File: config.mk
export PLATFORM = sky130hd
export DESIGN_NAME = timer_ctrl_param
export DESIGN_NICKNAME = d
export VERILOG_FILES = /design/src/rtl/timer_pkg.sv /design/src/rtl/btn_pulse.sv /design/src/rtl/timer_ctrl_param.sv
export SDC_FILE = /design/constraint.sdc
export NUM_CORES = 1
export LEC_CHECK = 0
export BUFFER_PORTS_ARGS = -buffer_cell sky130_fd_sc_hd__buf_2
export CORE_UTILIZATION = 60
export CTS_BUF_LIST = sky130_fd_sc_hd__clkbuf_2
export DETAILED_ROUTE_END_ITERATION = 10
export GPL_ROUTABILITY_DRIVEN = 1
export PLACE_DENSITY = 0.78
export SLEW_MARGIN = 15
export SYNTH_ARGS = -nofsm -noshare
export SYNTH_HDL_FRONTEND = slang
export SYNTH_SLANG_ARGS = --single-unit
File: constraint.sdc
create_clock -name clk -period 5.1 [get_ports clk]
set_input_delay 1.02 -clock clk [delete_from_list [all_inputs] [get_ports clk]]
set_output_delay 1.02 -clock clk [all_outputs]
set_load 0.02 [all_outputs]
File: src/rtl/timer_pkg.sv
`default_nettype none
// ============================================================================
// Package  : timer_pkg
// Brief    : Shared field widths, moduli, state/select encodings and the
//            packed time-word helpers for the board timer controller.
// Revision : 1.0 - initial release
// ============================================================================
package timer_pkg;

    localparam int c_MS_W    = 10;
    localparam int c_SEC_W   = 6;
    localparam int c_MIN_W   = 6;
    localparam int c_HR_W    = 5;
    localparam int c_TIME_W  = c_HR_W + c_MIN_W + c_SEC_W + c_MS_W;

    localparam int c_MS_MOD  = 1000;
    localparam int c_SEC_MOD = 60;
    localparam int c_MIN_MOD = 60;

    typedef enum logic [1:0] {
        IDLE  = 2'd0,
        RUN   = 2'd1,
        PAUSE = 2'd2,
        DONE  = 2'd3
    } state_t;

    typedef enum logic [1:0] {
        SEL_MS  = 2'd0,
        SEL_SEC = 2'd1,
        SEL_MIN = 2'd2,
        SEL_HR  = 2'd3
    } field_sel_t;

    // Member order matches the display word {hr, min, sec, ms}
    typedef struct packed {
        logic [c_HR_W-1:0]  hr;
        logic [c_MIN_W-1:0] min;
        logic [c_SEC_W-1:0] sec;
        logic [c_MS_W-1:0]  ms;
    } time_t;

    function automatic logic [c_TIME_W-1:0] pack_time(input time_t t);
        return t;
    endfunction

    function automatic time_t unpack_time(input logic [c_TIME_W-1:0] w);
        return time_t'(w);
    endfunction

    // sw = {hr, min, sec, ms}; valid only when exactly one bit is set
    function automatic logic sel_valid(input logic [3:0] sw);
        return (sw != 4'd0) && ((sw & (sw - 4'd1)) == 4'd0);
    endfunction

    function automatic field_sel_t sel_field(input logic [3:0] sw);
        if (sw[3])      return SEL_HR;
        else if (sw[2]) return SEL_MIN;
        else if (sw[1]) return SEL_SEC;
        else            return SEL_MS;
    endfunction

endpackage

`default_nettype wire

File: src/rtl/btn_pulse.sv
`default_nettype none
// ============================================================================
// Module   : btn_pulse
// Brief    : Counter-based button debouncer followed by a registered
//            rising-edge detector producing a one-cycle pulse.
// Revision : 1.0 - initial release
// ============================================================================
module btn_pulse #(
    parameter int DB_CYCLES = 1000000
) (
    input  logic clk,
    input  logic reset,
    input  logic btn_raw,
    output logic pulse
);
    localparam int c_CW = $clog2(DB_CYCLES + 1);

    logic [c_CW-1:0] r_cnt;
    logic            r_level;
    logic            r_prev;
    logic            r_pulse;

    always_ff @(posedge clk) begin
        if (reset) begin
            r_cnt   <= '0;
            r_level <= 1'b0;
            r_prev  <= 1'b0;
            r_pulse <= 1'b0;
        end else begin
            r_prev  <= r_level;
            r_pulse <= r_level & ~r_prev;
            // Count only while raw disagrees with the debounced level; any bounce back restarts
            if (btn_raw == r_level) begin
                r_cnt <= '0;
            end else if (r_cnt == c_CW'(DB_CYCLES - 1)) begin
                r_cnt   <= '0;
                r_level <= btn_raw;
            end else begin
                r_cnt <= r_cnt + c_CW'(1);
            end
        end
    end

    assign pulse = r_pulse;

endmodule

`default_nettype wire

File: src/rtl/timer_ctrl_param.sv
`default_nettype none
// ============================================================================
// Module   : timer_ctrl_param
// Brief    : Single-channel countdown/stopwatch controller with debounced
//            buttons, per-field editing and a packed 27-bit time output.
// Revision : 1.0 - initial release
// ============================================================================
module timer_ctrl_param
    import timer_pkg::*;
#(
    parameter int TICK_DIV  = 100000,
    parameter int DB_CYCLES = 1000000,
    parameter int BIG_STEP  = 10,
    parameter int HR_MAX    = 23
) (
    input  logic                clk,
    input  logic                reset,
    input  logic                toggle,
    input  logic                add_one,
    input  logic                add_ten,
    input  logic                ms_sw,
    input  logic                s_sw,
    input  logic                min_sw,
    input  logic                hr_sw,
    input  logic                mode,
    output logic [c_TIME_W-1:0] out_time,
    output logic                running,
    output logic                done
);
    localparam int    c_PW  = $clog2(TICK_DIV + 1);
    localparam time_t c_MAX = time_t'({5'(HR_MAX), 6'(c_MIN_MOD - 1),
                                       6'(c_SEC_MOD - 1), 10'(c_MS_MOD - 1)});

    logic [2:0]      w_raw, w_pulse;
    logic            w_p_toggle, w_p_one, w_p_ten;
    state_t          r_state;
    time_t           r_time, w_dn, w_up, w_step_time, w_edit_time;
    logic [c_PW-1:0] r_presc;
    logic            r_mode, r_running, r_done;
    logic [3:0]      w_sw;
    field_sel_t      w_sel;
    logic            w_sel_ok, w_edit, w_tick, w_is_zero, w_at_term, w_step_done;
    logic [10:0]     w_step, w_ms_sum, w_ms_wr;
    logic [6:0]      w_sec_sum, w_sec_wr, w_min_sum, w_min_wr;
    logic [5:0]      w_hr_sum, w_hr_wr;
    logic            w_unused;

    assign w_raw = {add_ten, add_one, toggle};

    for (genvar gi = 0; gi < 3; gi++) begin : g_btn
        btn_pulse #(.DB_CYCLES(DB_CYCLES)) u_btn (
            .clk    (clk),
            .reset  (reset),
            .btn_raw(w_raw[gi]),
            .pulse  (w_pulse[gi])
        );
    end

    assign w_p_toggle = w_pulse[0];
    assign w_p_one    = w_pulse[1];
    assign w_p_ten    = w_pulse[2];

    assign w_sw     = {hr_sw, min_sw, s_sw, ms_sw};
    assign w_sel_ok = sel_valid(w_sw);
    assign w_sel    = sel_field(w_sw);
    assign w_edit   = (w_p_one | w_p_ten) & w_sel_ok;
    assign w_step   = w_p_ten ? 11'(BIG_STEP) : 11'd1;

    // One spare bit per field keeps field + step from wrapping before the modulo compare
    assign w_ms_sum  = {1'b0, r_time.ms} + w_step;
    assign w_ms_wr   = (w_ms_sum >= 11'(c_MS_MOD)) ? w_ms_sum - 11'(c_MS_MOD) : w_ms_sum;
    assign w_sec_sum = {1'b0, r_time.sec} + w_step[6:0];
    assign w_sec_wr  = (w_sec_sum >= 7'(c_SEC_MOD)) ? w_sec_sum - 7'(c_SEC_MOD) : w_sec_sum;
    assign w_min_sum = {1'b0, r_time.min} + w_step[6:0];
    assign w_min_wr  = (w_min_sum >= 7'(c_MIN_MOD)) ? w_min_sum - 7'(c_MIN_MOD) : w_min_sum;
    assign w_hr_sum  = {1'b0, r_time.hr} + w_step[5:0];
    assign w_hr_wr   = (w_hr_sum >= 6'(HR_MAX + 1)) ? w_hr_sum - 6'(HR_MAX + 1) : w_hr_sum;
    assign w_unused  = ^{w_ms_wr[10], w_sec_wr[6], w_min_wr[6], w_hr_wr[5]};

    always_comb begin
        w_edit_time = r_time;
        case (w_sel)
            SEL_MS:  w_edit_time.ms  = w_ms_wr[9:0];
            SEL_SEC: w_edit_time.sec = w_sec_wr[5:0];
            SEL_MIN: w_edit_time.min = w_min_wr[5:0];
            SEL_HR:  w_edit_time.hr  = w_hr_wr[4:0];
        endcase
    end

    always_comb begin
        w_dn = r_time;
        if (r_time.ms != '0) begin
            w_dn.ms = r_time.ms - 10'd1;
        end else begin
            w_dn.ms = 10'(c_MS_MOD - 1);
            if (r_time.sec != '0) begin
                w_dn.sec = r_time.sec - 6'd1;
            end else begin
                w_dn.sec = 6'(c_SEC_MOD - 1);
                if (r_time.min != '0) begin
                    w_dn.min = r_time.min - 6'd1;
                end else begin
                    w_dn.min = 6'(c_MIN_MOD - 1);
                    w_dn.hr  = r_time.hr - 5'd1;
                end
            end
        end
    end

    always_comb begin
        w_up = r_time;
        if (r_time.ms != 10'(c_MS_MOD - 1)) begin
            w_up.ms = r_time.ms + 10'd1;
        end else begin
            w_up.ms = '0;
            if (r_time.sec != 6'(c_SEC_MOD - 1)) begin
                w_up.sec = r_time.sec + 6'd1;
            end else begin
                w_up.sec = '0;
                if (r_time.min != 6'(c_MIN_MOD - 1)) begin
                    w_up.min = r_time.min + 6'd1;
                end else begin
                    w_up.min = '0;
                    w_up.hr  = r_time.hr + 5'd1;
                end
            end
        end
    end

    // A PAUSE edit can leave the time already at its end point; never step past it
    assign w_is_zero   = (r_time == '0);
    assign w_tick      = (r_presc == c_PW'(TICK_DIV - 1));
    assign w_at_term   = r_mode ? (r_time == c_MAX) : w_is_zero;
    assign w_step_time = w_at_term ? r_time : (r_mode ? w_up : w_dn);
    assign w_step_done = r_mode ? (w_step_time == c_MAX) : (w_step_time == '0);

    always_ff @(posedge clk) begin
        if (reset) begin
            r_state   <= IDLE;
            r_time    <= '0;
            r_presc   <= '0;
            r_mode    <= 1'b0;
            r_running <= 1'b0;
            r_done    <= 1'b0;
        end else begin
            case (r_state)
                IDLE: begin
                    if (w_p_toggle) begin
                        if (mode || !w_is_zero) begin
                            r_mode    <= mode;
                            r_presc   <= '0;
                            r_state   <= RUN;
                            r_running <= 1'b1;
                        end
                    end else if (w_edit) begin
                        r_time <= w_edit_time;
                    end
                end
                RUN: begin
                    if (w_p_toggle) begin
                        r_state   <= PAUSE;
                        r_running <= 1'b0;
                    end else if (w_tick) begin
                        r_presc <= '0;
                        r_time  <= w_step_time;
                        if (w_step_done) begin
                            r_state   <= DONE;
                            r_running <= 1'b0;
                            r_done    <= 1'b1;
                        end
                    end else begin
                        r_presc <= r_presc + c_PW'(1);
                    end
                end
                PAUSE: begin
                    if (w_p_toggle) begin
                        r_state   <= RUN;
                        r_running <= 1'b1;
                    end else if (w_edit) begin
                        r_time <= w_edit_time;
                    end
                end
                DONE: begin
                    if (w_p_toggle) begin
                        r_state <= IDLE;
                        r_done  <= 1'b0;
                    end
                end
                default: r_state <= IDLE;
            endcase
        end
    end

    assign out_time = pack_time(r_time);
    assign running  = r_running;
    assign done     = r_done;

endmodule

`default_nettype wire

# Yosys cells after proc, flatten, opt, wreduce, memory -nomap -nowiden
# Index checks and enable logic that the tools add are counted.
# op_classes
add_sub_neg	21
order_cmp	4
n_eq_ne	33
n_mux	58
bitwise_logic	12
reduce_logical	32
# ops
operator	n
two-way mux 27 bit	6
two-way mux 17 bit	6
adder 20 x 1 -> 20 bit, second input constant	3
== test 20 bit, second input constant	3
== test 27 bit, second input constant	2
zero test 27 bit	2
one-hot mux 27 bit (2 select lines)	1
two-way mux 6 bit	8
two-way mux 10 bit	4
AND reduction 6 bit	6
one-hot mux 17 bit (2 select lines)	1
two-way mux 11 bit	2
two-way mux 5 bit	4
two-way mux 2 bit	9
adder 17 x 1 -> 17 bit, second input constant	1
== test 17 bit, second input constant	1
inequality test 2 x 1 -> 1 bit, second input constant	8
adder 6 x 4 -> 7 bit	2
greater-or-equal comparator 7 x 6 -> 1 bit, second input constant	2
two-way mux 1 bit	13
adder 6 x 1 -> 6 bit, second input constant	2
inequality test 6 bit, second input constant	2
nonzero test 6 bit	2
subtractor 6 x 1 -> 6 bit, second input constant	2
41 further kinds	68
# totals
ff_bits	118
input_bits	10
output_inout_bits	29
word_cells	181

# Longest topological paths before layout
# logic_depth
word_depth	12
ltp_mapped	15
depth_no_buf	15

# By module
# A second synthesis with hierarchy kept.
# hier_totals
cells_unflattened	1158
hier_area_um2	9071.2
# modules_own_cells
mod	instances	cells_per_inst	area_per_inst_um2	seq_area_each_um2
timer_ctrl_param	1	819	5816.8	980.9
btn_pulse	3	113	1084.8	460.4

# Worst setup path before layout
# OpenSTA, ideal clock, no wires.
# synth_path
kind	reg-to-reg
start	register g_btn[2].u_btn.r_pulse
end	register r_time (netlist bit out_time[6])
setup_ns	0.074
arrival_ns	3.588
required_time_ns	5.026
setup_slack_ns	1.438
path_stages_with_launch	13
path_buffers	0
synth_period_minus_slack_ns	3.662
path_cell_list	dfxtp_1 -> inv_1 -> ha_1 -> fa_1 -> a31oi_1 -> xnor2_1 -> nand4_1 -> o21a_1 -> or4_4 -> nand2_2 -> a311oi_1 -> or4b_1 -> a31oi_1
# synth_via
elab_chain_cells	8
word_cells_on_any_way	13
cone_classes	add/sub (2); order compare (1); eq/ne (1); mux (6); bitwise (2); reduce/logical (1)
# synth_rtl
item	line_no	source
from (decl)	btn_pulse.sv:21	logic r_pulse;
from (signal assigned)	btn_pulse.sv:31	r_pulse <= r_level & ~r_prev;
two-way mux 4 bit	timer_ctrl_param.sv:67	assign w_step = w_p_ten ? 11'(BIG_STEP) : 11'd1;
adder 10 x 4 -> 11 bit	timer_ctrl_param.sv:70	assign w_ms_sum = {1'b0, r_time.ms} + w_step;
subtractor 10 bit or greater-or-equal comparator 11 x 10 -> 1 bit (tied branches)	timer_ctrl_param.sv:71	assign w_ms_wr = (w_ms_sum >= 11'(c_MS_MOD)) ? w_ms_sum - 11'(c_MS_MOD) : w_ms_sum;
two-way mux 10 bit	timer_ctrl_param.sv:71	
two-way mux 10 bit	timer_ctrl_param.sv:82	case (w_sel)
two-way mux 27 bit	timer_ctrl_param.sv:155, timer_ctrl_param.sv:179	
two-way mux 27 bit	timer_ctrl_param.sv:148	if (w_p_toggle) begin
one-hot mux 27 bit (2 select lines)	timer_ctrl_param.sv:146	case (r_state)
to (signal assigned)	timer_ctrl_param.sv:156	r_time <= w_edit_time;
to (signal assigned)	timer_ctrl_param.sv:165	r_time <= w_step_time;
to (signal assigned)	timer_ctrl_param.sv:180	r_time <= w_edit_time;
to (decl)	timer_ctrl_param.sv:37	time_t r_time, w_dn, w_up, w_step_time, w_edit_time;
# Several ways; a longest one is shown, not always the timed one. The select of a mux whose other input is x is not followed.
# A chain may end at the register's enable or synchronous reset.

# Worst setup path after layout
# layout_path
start	register r_time (netlist bit out_time[0])
end	register r_state[1]
# layout_via
elab_chain_cells	8
word_cells_on_any_way	21
cone_classes	add/sub (2); eq/ne (5); mux (8); reduce/logical (6)
# layout_rtl
item	line_no	source
subtractor 10 x 1 -> 10 bit, or another cell as far along	timer_ctrl_param.sv:93	w_dn.ms = r_time.ms - 10'd1;
two-way mux 10 bit, or another cell as far along	timer_ctrl_param.sv:92	if (r_time.ms != '0) begin
two-way mux 27 bit (2 in series)	timer_ctrl_param.sv:134	assign w_step_time = w_at_term ? r_time : (r_mode ? w_up : w_dn);
== test 27 bit or zero test 27 bit (tied branches)	timer_ctrl_param.sv:135	assign w_step_done = r_mode ? (w_step_time == c_MAX) : (w_step_time == '0);
two-way mux 1 bit	timer_ctrl_param.sv:135	
inequality test 3 x 2 -> 1 bit (no line)	n/a	
AND reduction 6 bit (no line) *	n/a	
to (signal assigned)	timer_ctrl_param.sv:139	r_state <= IDLE;
to (signal assigned)	timer_ctrl_param.sv:152	r_state <= RUN;
to (signal assigned)	timer_ctrl_param.sv:161	r_state <= PAUSE;
to (decl)	timer_ctrl_param.sv:36	state_t r_state;
# Mark *: on every way between the ends. The rest lies on a longest branch, timed or not.

==> insert_results.sql <==
INSERT INTO impl_metrics (metric_group, metric, value, unit) VALUES
('layout', 'final_layout_size_suffix_gt1_frac', '0.0933', ''),
('floorplanning', 'core', '13900', 'um^2'),
('synthesis', 'synth-seq-cells', '118', ''),
('clocking', 'cts_max_path_buffers', '2', ''),
('global_routing', 'grt_max_degree', '47', ''),
('synthesis', 'synth_ff_type', 'sky130_fd_sc_hd__dfxtp_1', ''),
('synthesis', 'synth_nets', '1155', ''),
('timing', 'fin_crit', '4.08', 'ns'),
('synthesis', 'edff_count_synth', '0', ''),
('clocking', 'holdBufCountCts', '0', ''),
('min_path', 'hold_path.class', 'reg -> reg', ''),
('clocking', 'clock_tree.root_cell', 'sky130_fd_sc_hd__clkbuf_2', ''),
('critical_path', 'startpoint_type', 'register', ''),
('detailed_routing', 'post_detailed_routing_wire_length', '22600', 'um'),
('global_routing', 'grt.busiest_layer', 'met2', ''),
('floorplanning', 'die_span_in_y', '121', 'um'),
('timing', 'worst_pin_slew', '1.15', 'ns'),
('clocking', 'cts_inserted_buffers', '17', ''),
('detailed_routing', 'via_count', '8404', ''),
('clocking', 'numClockSinks', '118', ''),
('timing', 'totalNegativeSetupSlack', '0', 'ns'),
('detailed_routing', 'route.antenna.remaining_nets', '0', ''),
('global_routing', 'global_route.usage.total', '0.313', ''),
('critical_path', 'path_class', 'reg -> reg', ''),
('clocking', 'ctsResizeCount', '0', ''),
('critical_path', 'cp_max_fo', '14', ''),
('place', 'port-buffer-count', '38', ''),
('timing', 'final_min_period_over_clock_period', '0.800', ''),
('detailed_routing', 'detail_route.wl_per_cell', '17.3', 'um'),
('timing', 'number_of_hold_violations_in_the_final_report', '0', ''),
('critical_path', 'crit_required', '5.78', 'ns'),
('pwr', 'leakage', '3.28', 'nW'),
('global_routing', 'grt_first_pass_wirelength', '36500', 'um'),
('global_routing', 'first_global_vias', '7551', ''),
('place', 'gp_congestion', '0.992', ''),
('global_routing', 'globalRoute.totalOverflow', '0', ''),
('floorplanning', 'initial_core_util', '0.616', ''),
('floorplanning', 'top_level_ports', '39', ''),
('layout', 'antenna_cells', '0', ''),
('layout', 'final_area', '8990', 'um^2'),
('synthesis', 'synth_area', '8550', 'um^2'),
('synthesis', 'syn-instance-count', '1112', ''),
('outcome', 'result_of_the_run', 'completed', ''),
('global_routing', 'grt.met3_usage', '0.0648', ''),
('place', 'placed_area', '8740', 'um^2'),
('timing', 'fmaxAchievable', '245', 'MHz'),
('pwr', 'vdd_ir_drop_max', '0.000280', 'V'),
('synthesis', 'async_set_or_reset_register_ratio_after_synthesis', '0', ''),
('place', 'dp_hpwl', '16100', 'um'),
('detailed_routing', 'drt_iter0_drc', '1003', ''),
('pwr', 'pwr_density_cell', '208', 'nW/um^2'),
('clocking', 'cts_tree', 'done', ''),
('synthesis', 'yosysWarningCount', '0', ''),
('detailed_routing', 'vias_per_cell', '6.43', ''),
('critical_path', 'end_kind', 'register', ''),
('synthesis', 'synth_seq_area_share', '0.276', ''),
('detailed_routing', 'drc', '0', ''),
('timing', 'unrepaired_setup_endpoints_after_global_routing', 'no', ''),
('global_routing', 'antenna_found_initial', '0', ''),
('critical_path', 'worst_ep_arrival_time', '4.76', 'ns'),
('synthesis', 'synthesis.area_per_instance', '7.69', 'um^2'),
('clocking', 'cts.clk_slew.worst_paths', '0.25', 'ns'),
('synthesis', 'post_synth_num_cell_types', '95', ''),
('clocking', 'htree_levels', '4', ''),
('floorplanning', 'die_w', '121', 'um'),
('timing', 'slew_headroom', '0.225', ''),
('timing', 'setup_viol', '0', ''),
('clocking', 'post_cts_buffers', '0', ''),
('clocking', 'clock_insertion_delay_worst_skew', '0.77', 'ns'),
('floorplanning', 'placementRows', '43', ''),
('detailed_routing', 'drt-pass1-iter-count', '6', ''),
('pwr', 'finalPower', '1.87', 'mW'),
('global_routing', 'grt.met2_usage', '0.495', ''),
('global_routing', 'grt.met1_usage', '0.407', ''),
('timing', 'slew_viol_final', '0', ''),
('layout', 'nets', '1156', ''),
('job', 'cap_viol_max_count', '0', ''),
('layout', 'synthToLayoutAreaGrowth', '5.20', '%'),
('timing', 'final.setup_skew', '0.0684', 'ns'),
('floorplanning', 'fp.dieArea', '14700', 'um^2');
## routing by layer
layer | vias up | share of wire
li1 | 4061 | -
met1 | 3882 | 0.43
met2 | 397 | 0.45
met3 | 64 | 0.087
met4 | 0 | 0.032
met5 | - | 0
## layout by cell type, fill, tap and decap left out, types with 22 or more instances in the layout
master and count:
sky130_fd_sc_hd__nor3_1 26, sky130_fd_sc_hd__nand3_1 57, sky130_fd_sc_hd__nand4_1 27, sky130_fd_sc_hd__a21oi_1 65, sky130_fd_sc_hd__xor2_1 40, sky130_fd_sc_hd__and3_1 32, sky130_fd_sc_hd__o21ai_0 50, sky130_fd_sc_hd__or3_1 22
sky130_fd_sc_hd__xnor2_1 51, sky130_fd_sc_hd__inv_1 36, sky130_fd_sc_hd__nor2_1 149, sky130_fd_sc_hd__buf_2 38, sky130_fd_sc_hd__ha_1 29, sky130_fd_sc_hd__nand2_1 72, sky130_fd_sc_hd__dfxtp_1 118
## synth_stat cells (8+ instances only)
cell                       count  share of area
sky130_fd_sc_hd__nor4b_1       9         0.0092
sky130_fd_sc_hd__o211ai_1     13          0.011
sky130_fd_sc_hd__nor3_1       26          0.015
sky130_fd_sc_hd__or3_1        22          0.016
sky130_fd_sc_hd__nand2b_1     16          0.012
sky130_fd_sc_hd__a31oi_1      18          0.013
sky130_fd_sc_hd__ha_1         29          0.042
sky130_fd_sc_hd__mux2i_1      13          0.015
sky130_fd_sc_hd__o21ai_0      50          0.029
sky130_fd_sc_hd__nor2b_1      16          0.012
sky130_fd_sc_hd__inv_1        36          0.016
sky130_fd_sc_hd__xnor2_1      51          0.052
sky130_fd_sc_hd__nor2_1      149          0.065
sky130_fd_sc_hd__buf_2        11         0.0064
sky130_fd_sc_hd__and2_1        9         0.0066
sky130_fd_sc_hd__and3_1       32          0.023
sky130_fd_sc_hd__nand3_1      57          0.033
sky130_fd_sc_hd__nand2_1      72          0.032
sky130_fd_sc_hd__a211oi_1      8         0.0070
sky130_fd_sc_hd__clkbuf_1     43          0.019
sky130_fd_sc_hd__dfxtp_1     118           0.28
sky130_fd_sc_hd__xor2_1       40          0.041
sky130_fd_sc_hd__a21oi_1      65          0.038
sky130_fd_sc_hd__nor3b_1      10         0.0088
sky130_fd_sc_hd__nor4_1       21          0.015
sky130_fd_sc_hd__nand4_1      27          0.020
## path summary, 6_finish.rpt
check	slack, ns	end	startpoint	cells after the start
setup / recovery	1.02	r_state[1]	out_time[0]	10
hold / removal	0.39	g_btn[1].u_btn.pulse	g_btn[1].u_btn.r_prev	1
setup reg to reg	1.02	r_state[1]	out_time[0]	10
hold reg to reg	0.39	g_btn[1].u_btn.pulse	g_btn[1].u_btn.r_prev	1
## flip-flops by register name, indices dropped and copies added (netlist names)
name	cells
done	1
g_btn.u_btn.pulse	3
g_btn.u_btn.r_cnt	60
g_btn.u_btn.r_level	3
g_btn.u_btn.r_prev	3
out_time	27
r_mode	1
r_presc	17
r_state	2
running	1
## report_power, final
group | switching, mW | internal [mW] | leakage, nW | total (mW)
Clock | 0.415 | 0.236 | 0.140 | 0.651
Sequential | 0.0124 | 0.928 | 0.951 | 0.940
Combinational | 0.183 | 0.0912 | 2.19 | 0.274
Total | 0.611 | 1.26 | 3.28 | 1.87
## logic make-up (layout without fill, tap and decap cells)
family,Yosys count,after routing,synth area share
AOI/OAI and AO/OA,242,242,0.189
xor gates and xnor gates,92,92,0.0951
adders and majority gates,33,33,0.0518
buffers and inverters,100,114,0.0482
DFF,118,118,0.276
muxes,14,14,0.0165
and+or+nand+nor,513,513,0.323
## stage by stage
stage / setup WS, ns / hold WS [ns] / std cells / utilization
after floorplan: 1.44 / 0.367 / 1112 / -
after global placement: 1.37 / 0.373 / 1274 / 0.630
after detailed placement: 1.25 / 0.376 / 1274 / 0.630
after CTS: 1.14 / 0.399 / 1306 / 0.648
after global routing: 0.775 / 0.417 / 1306 / 0.648
final: 1.02 / 0.395 / 1306 / 0.648
## critical path, stage by stage, from the launching register on
cell and delay (ns):
sky130_fd_sc_hd__dfxtp_1 0.69, sky130_fd_sc_hd__ha_1 0.35, sky130_fd_sc_hd__nand3b_1 0.39, sky130_fd_sc_hd__nor3_2 0.45, sky130_fd_sc_hd__nand4_1 0.28, sky130_fd_sc_hd__a2111oi_2 0.54
sky130_fd_sc_hd__xor2_1 0.24, sky130_fd_sc_hd__nor4_1 0.40, sky130_fd_sc_hd__nand2_1 0.10, sky130_fd_sc_hd__o32ai_1 0.37, sky130_fd_sc_hd__o311a_1 0.19
## layout make-up
class / count / area [um^2]
Fill cell: 1213 / 4890
Clock inverter: 15 / 168
Tap cell: 180 / 225
Inverter: 38 / 143
Multi-Input combinational cell: 894 / 5770
Sequential cell: 118 / 2360
Clock buffer: 17 / 85.1
Timing Repair Buffer: 44 / 235
Note: power is estimated with default switching activity, not from simulation.
